File: src/rtl/lz_normalizer64.sv
// Iterative 64-bit normaliser: left-shifts an operand by its leading-zero count, one count bit per cycle.
// Optional result self-check (out_err) is enabled by defining NORM_CHECK_EN.
module lz_normalizer64 #(
  parameter int DATA_W = 64,
  parameter int CNT_W  = 8
) (
  input  logic              clk,
  input  logic              rst_n,
  input  logic              in_valid,
  output logic              in_ready,
  input  logic [DATA_W-1:0] in_data,
  input  logic [CNT_W-1:0]  in_cnt,
  input  logic              in_zero,
  output logic              out_valid,
  input  logic              out_ready,
  output logic [DATA_W-1:0] out_data,
  output logic [CNT_W-1:0]  out_shamt,
`ifdef NORM_CHECK_EN
  output logic              out_err,
`endif
  output logic              out_zero
);

  typedef enum logic [1:0] {
    ST_IDLE  = 2'd0,
    ST_SHIFT = 2'd1,
    ST_DONE  = 2'd2
  } state_t;

  state_t            state_q, state_d;
  logic [63:0]       data_q, data_d;
  logic [7:0]        shamt_q, shamt_d;
  logic              zero_q, zero_d;
  logic [2:0]        step_q, step_d;
  logic              valid_q, valid_d;
  logic [63:0]       shifted_s;
  logic              accept_s;

  // One barrel stage: shift left by 2^k with zero fill.
  function automatic logic [63:0] shift_step(input logic [63:0] d, input logic [2:0] k);
    case (k)
      3'd0:    return {d[62:0], 1'b0};
      3'd1:    return {d[61:0], 2'b00};
      3'd2:    return {d[59:0], 4'h0};
      3'd3:    return {d[55:0], 8'h00};
      3'd4:    return {d[47:0], 16'h0000};
      3'd5:    return {d[31:0], 32'h0000_0000};
      default: return d;
    endcase
  endfunction

`ifdef NORM_CHECK_EN
  logic lost_q, lost_d;
  logic err_q, err_d;
  logic lost_now_s;

  // Bits that a 2^k stage would push off the top.
  function automatic logic lost_step(input logic [63:0] d, input logic [2:0] k);
    case (k)
      3'd0:    return d[63];
      3'd1:    return |d[63:62];
      3'd2:    return |d[63:60];
      3'd3:    return |d[63:56];
      3'd4:    return |d[63:48];
      3'd5:    return |d[63:32];
      default: return 1'b0;
    endcase
  endfunction
`endif

  assign accept_s  = in_valid && (state_q == ST_IDLE);
  assign shifted_s = shamt_q[step_q] ? shift_step(data_q, step_q) : data_q;

`ifdef NORM_CHECK_EN
  assign lost_now_s = shamt_q[step_q] ? lost_step(data_q, step_q) : 1'b0;
`endif

  // Next-state and datapath update.
  always_comb begin
    state_d = state_q;
    data_d  = data_q;
    shamt_d = shamt_q;
    zero_d  = zero_q;
    step_d  = step_q;
    valid_d = valid_q;
`ifdef NORM_CHECK_EN
    lost_d  = lost_q;
    err_d   = err_q;
`endif
    case (state_q)
      ST_IDLE: begin
        if (accept_s) begin
          // A zero result is forced at capture so the shift steps leave it at 0.
          zero_d  = in_zero | (|in_cnt[7:6]);
          data_d  = zero_d ? 64'h0 : in_data;
          shamt_d = zero_d ? 8'h00 : {2'b00, in_cnt[5:0]};
          step_d  = 3'd5;
          state_d = ST_SHIFT;
`ifdef NORM_CHECK_EN
          lost_d  = 1'b0;
          err_d   = 1'b0;
`endif
        end else begin
          state_d = ST_IDLE;
        end
      end
      ST_SHIFT: begin
        data_d = shifted_s;
`ifdef NORM_CHECK_EN
        lost_d = lost_q | lost_now_s;
`endif
        if (step_q == 3'd0) begin
          state_d = ST_DONE;
          valid_d = 1'b1;
`ifdef NORM_CHECK_EN
          err_d   = !zero_q && (!shifted_s[63] || lost_q || lost_now_s);
`endif
        end else begin
          step_d = step_q - 3'd1;
        end
      end
      ST_DONE: begin
        if (out_ready) begin
          state_d = ST_IDLE;
          valid_d = 1'b0;
        end else begin
          state_d = ST_DONE;
        end
      end
      default: begin
        state_d = ST_IDLE;
        valid_d = 1'b0;
      end
    endcase
  end

  // State and datapath registers.
  always_ff @(posedge clk or negedge rst_n) begin
    if (!rst_n) begin
      state_q <= ST_IDLE;
      data_q  <= 64'h0;
      shamt_q <= 8'h00;
      zero_q  <= 1'b0;
      step_q  <= 3'd0;
      valid_q <= 1'b0;
`ifdef NORM_CHECK_EN
      lost_q  <= 1'b0;
      err_q   <= 1'b0;
`endif
    end else begin
      state_q <= state_d;
      data_q  <= data_d;
      shamt_q <= shamt_d;
      zero_q  <= zero_d;
      step_q  <= step_d;
      valid_q <= valid_d;
`ifdef NORM_CHECK_EN
      lost_q  <= lost_d;
      err_q   <= err_d;
`endif
    end
  end

  assign in_ready  = (state_q == ST_IDLE);
  assign out_valid = valid_q;
  assign out_data  = data_q;
  assign out_shamt = shamt_q;
  assign out_zero  = zero_q;
`ifdef NORM_CHECK_EN
  assign out_err   = err_q;
`endif

endmodule

File: config.mk
export PLATFORM = sky130hd
export DESIGN_NAME = lz_normalizer64
export DESIGN_NICKNAME = d
export VERILOG_FILES = /design/src/rtl/lz_normalizer64.sv
export SDC_FILE = /design/constraint.sdc
export NUM_CORES = 1
export LEC_CHECK = 0
export ABC_AREA = 1
export CAP_MARGIN = 20
export CORE_MARGIN = 4
export CORE_UTILIZATION = 56
export CTS_CLUSTER_DIAMETER = 120
export DETAILED_ROUTE_END_ITERATION = 7
export HOLD_SLACK_MARGIN = 0.05
export MAX_ROUTING_LAYER = met4
export PLACE_DENSITY = 0.95
export SKIP_LAST_GASP = 1
export SYNTH_ARGS = -nofsm -noshare
export SYNTH_HDL_FRONTEND = slang
export SYNTH_SLANG_ARGS = --single-unit
File: constraint.sdc
create_clock -name clk -period 4.8 [get_ports clk]
set_clock_uncertainty 0.05 [all_clocks]
set_input_delay 0.72 -clock clk [delete_from_list [all_inputs] [get_ports clk]]
set_output_delay 0.72 -clock clk [all_outputs]
set_load 0.1 [all_outputs]
==> flow_summary.toml <==
[place]
detailed_place_hpwl_um = 15300
place.gp.congestion = 1.03
dpl_cell_area_mm2 = 0.00806
io_buffers = 149

[yosys]
async_flop_share_pct = 100
ys_top_cells_by_area = "nand2_1, dfrtp_1, nor2_1, inv_1, nand3_1"
yosysTopAreaCellShare_pct = 43.3
syn_area_mm2 = 0.00670
synth_area_leader_cell = "nand2_1"
yosysSeqAreaShare_pct = 28.8
synth_most_common_cell = "nand2_1"
synthTopCellsByCount = "nand2_1, nor2_1, inv_1, dfrtp_1, nand3_1"
synth_top_flop_cell = "dfrtp_1"
ys_seq_elements = 77
synth_edf_count = 0
synthDistinctLibCells = 23
postSynthAreaPerCell_um2 = 5.35
ys_warn_count = 0
synthCells = 1251

[drt]
routed_via_density = 5.42
wl_met1_um = 9110
via_count = 8158
wl_met3_um = 2590
routed-wl-met2_um = 10100
top_layer_used = "met4"
dr.first_iter.drc_count = 1122
wl_per_cell_um = 15.0
drt_pass1_iterations = 7
drtAntennaViolNets = 0
drc_errors = 0
totalWireLength_um = 22600

[layout]
n_fill_cell = 988
area_delta_synth_final_pct = 26.1
final_area_mm2 = 0.00844
drive_above_1_share_pct = 3.38
n_antenna_cell = 0
layout.nets = 1439

[hold_path]
hold_path_class = "in -> async"

[timing]
post-route-period-util_pct = 65.8
drv_slew = 0
max_clock_freq_mhz = 317
timing.setup.tns_ps = 0
min_period_ps = 3160
setup_viol = 0
tightestPinTransition_ps = 1020
slew_headroom_pct = 32.0
finalHoldViolations = 0
rsz0062_at_grt = "no"

[worst_setup_path]
crit_path_top_delay_cell = "dfrtp_1"
startpoint = "step_q[2]"
cp_max_fo = 100
crit_cells = 10
path_common_cell = "nand2_1"
path_delay_family = "buffers and inverters"
reg2regPathDepth = 10
r2r-end = "out_data[63]"
required_ps = 4990
critical_path.endpoint = "out_data[63]"
start_kind = "register"
worst_ep_arrival_time_ps = 3350
end_kind = "register"
critPathKind = "reg -> reg"
crit_buf_inv = 2
regToRegSetupSlack_ps = 1640
r2r-start = "step_q[2]"
crit_path_cell_trace = "inv_4, nand2_4, nand2_1, nor2_4, buf_4, a21oi_1, nand2_1, nand2_1, nand2_1, nand2_1"
critical_path.max_stage_delay_ps = 860

[floorplan]
core_area_mm2 = 0.0116
start_util_pct = 57.9
die_h_um = 117
rows = 39
num_io_pins = 152
die_w_um = 117
die-area_mm2 = 0.0138

[cts]
root_buffer = "clkbuf_16"
clk_pin_slew_ps = 70
cts_setup_buffers = 0
ctsHtreeMaxLevel = 3
clockBufferDepth = 2
cts-hold-fix-buffers = 0
cts_buffers = 9
clk_latency_ps = 350
cts_sinks = 77
cts_tree = "yes"
post_cts_resized = 0

[grt]
overflow = 0
grt_pass1_wl_um = 37600
grt_pass1_vias = 7708
grt_max_degree = 101
track_usage_pct = 33.4
antenna_found_initial = 0

[outcome]
status = "completed"

[flow_run]
max_cap_viol_count = 0
[per-stage QoR]
stage	cells	hold slack [ps]	utilization, %	setup slack, ps
floorplan	1252	374	-	2300
global placement	1486	418	69.5	1830
detailed placement	1487	433	69.7	1780
CTS	1503	449	72.5	1760
global route	1505	302	73.0	1420
finish	1505	259	73.0	1640
[worst reg2reg max path: cells and delay by family, from the launching register on]
kind | cells | cell delay, ps
buf+inv | 2 | 1070
compound gates | 1 | 220
flops | 1 | 860
simple gates | 7 | 860
[how the worst min path moves through the flow]
| stage | startpoint | to | slack, ps | cells after the start |
|---|---|---|---|---|
| floorplan | rst_n | out_data[0] | 370 | 0 |
| global placement | out_data[63] | out_data[63] | 420 | 2 |
| detailed placement | out_data[63] | out_data[63] | 430 | 2 |
| CTS | out_data[63] | out_data[63] | 450 | 2 |
| global route | rst_n | out_data[47] | 300 | 1 |
| finish | rst_n | out_data[47] | 260 | 1 |
[cell usage in the layout, fill, tap and decap left out, types with 5 or more instances in the layout]
cell / instances
a21oi_1: 35
inv_1: 78
clkdlybuf4s50_1: 148
buf_4: 8
ha_1: 5
o21ai_0: 13
nor2_1: 143
nand3_1: 38
dfrtp_1: 77
clkbuf_16: 9
nand2_2: 11
nand2_1: 773
[kinds of logic (layout without fill, tap and decap cells)]
| kind of cell | Yosys count | after routing | share of synthesized area (%) |
|---|---|---|---|
| simple gates | 972 | 972 | 55.9 |
| buf+inv | 146 | 256 | 10.6 |
| flops | 77 | 77 | 28.8 |
| compound gates | 50 | 50 | 3.76 |
| fa+ha+maj | 5 | 5 | 0.934 |
| other cells | 1 | 2 | 0.0560 |
[metal layers]
metal  up-vias  GRT usage (%)
met3        84           5.63
met4         0           14.0
met5         -              -
li1       3927              -
met1      3584           43.8
met2       563           51.6
[area by class of cell]
cell class,count,area [um^2],share of cell area (%)
Clock inverter,5,83.8,0.993
Timing Repair Buffer,159,1620,19.2
Sequential cell,77,1930,22.8
Multi-Input combinational cell,1029,4080,48.3
Clock buffer,11,243,2.87
Inverter,81,307,3.63
Tap cell,143,179,2.12
[state kept, by name (all words and copies together) (netlist names)]
register / flops
out_data: 64
out_shamt: 6
step_q: 3
state_q: 2
out_valid: 1
out_zero: 1
Power is left out: the tool's default activity adds up to more than one toggle a clock period on the data nets, which glitch-free logic cannot reach.
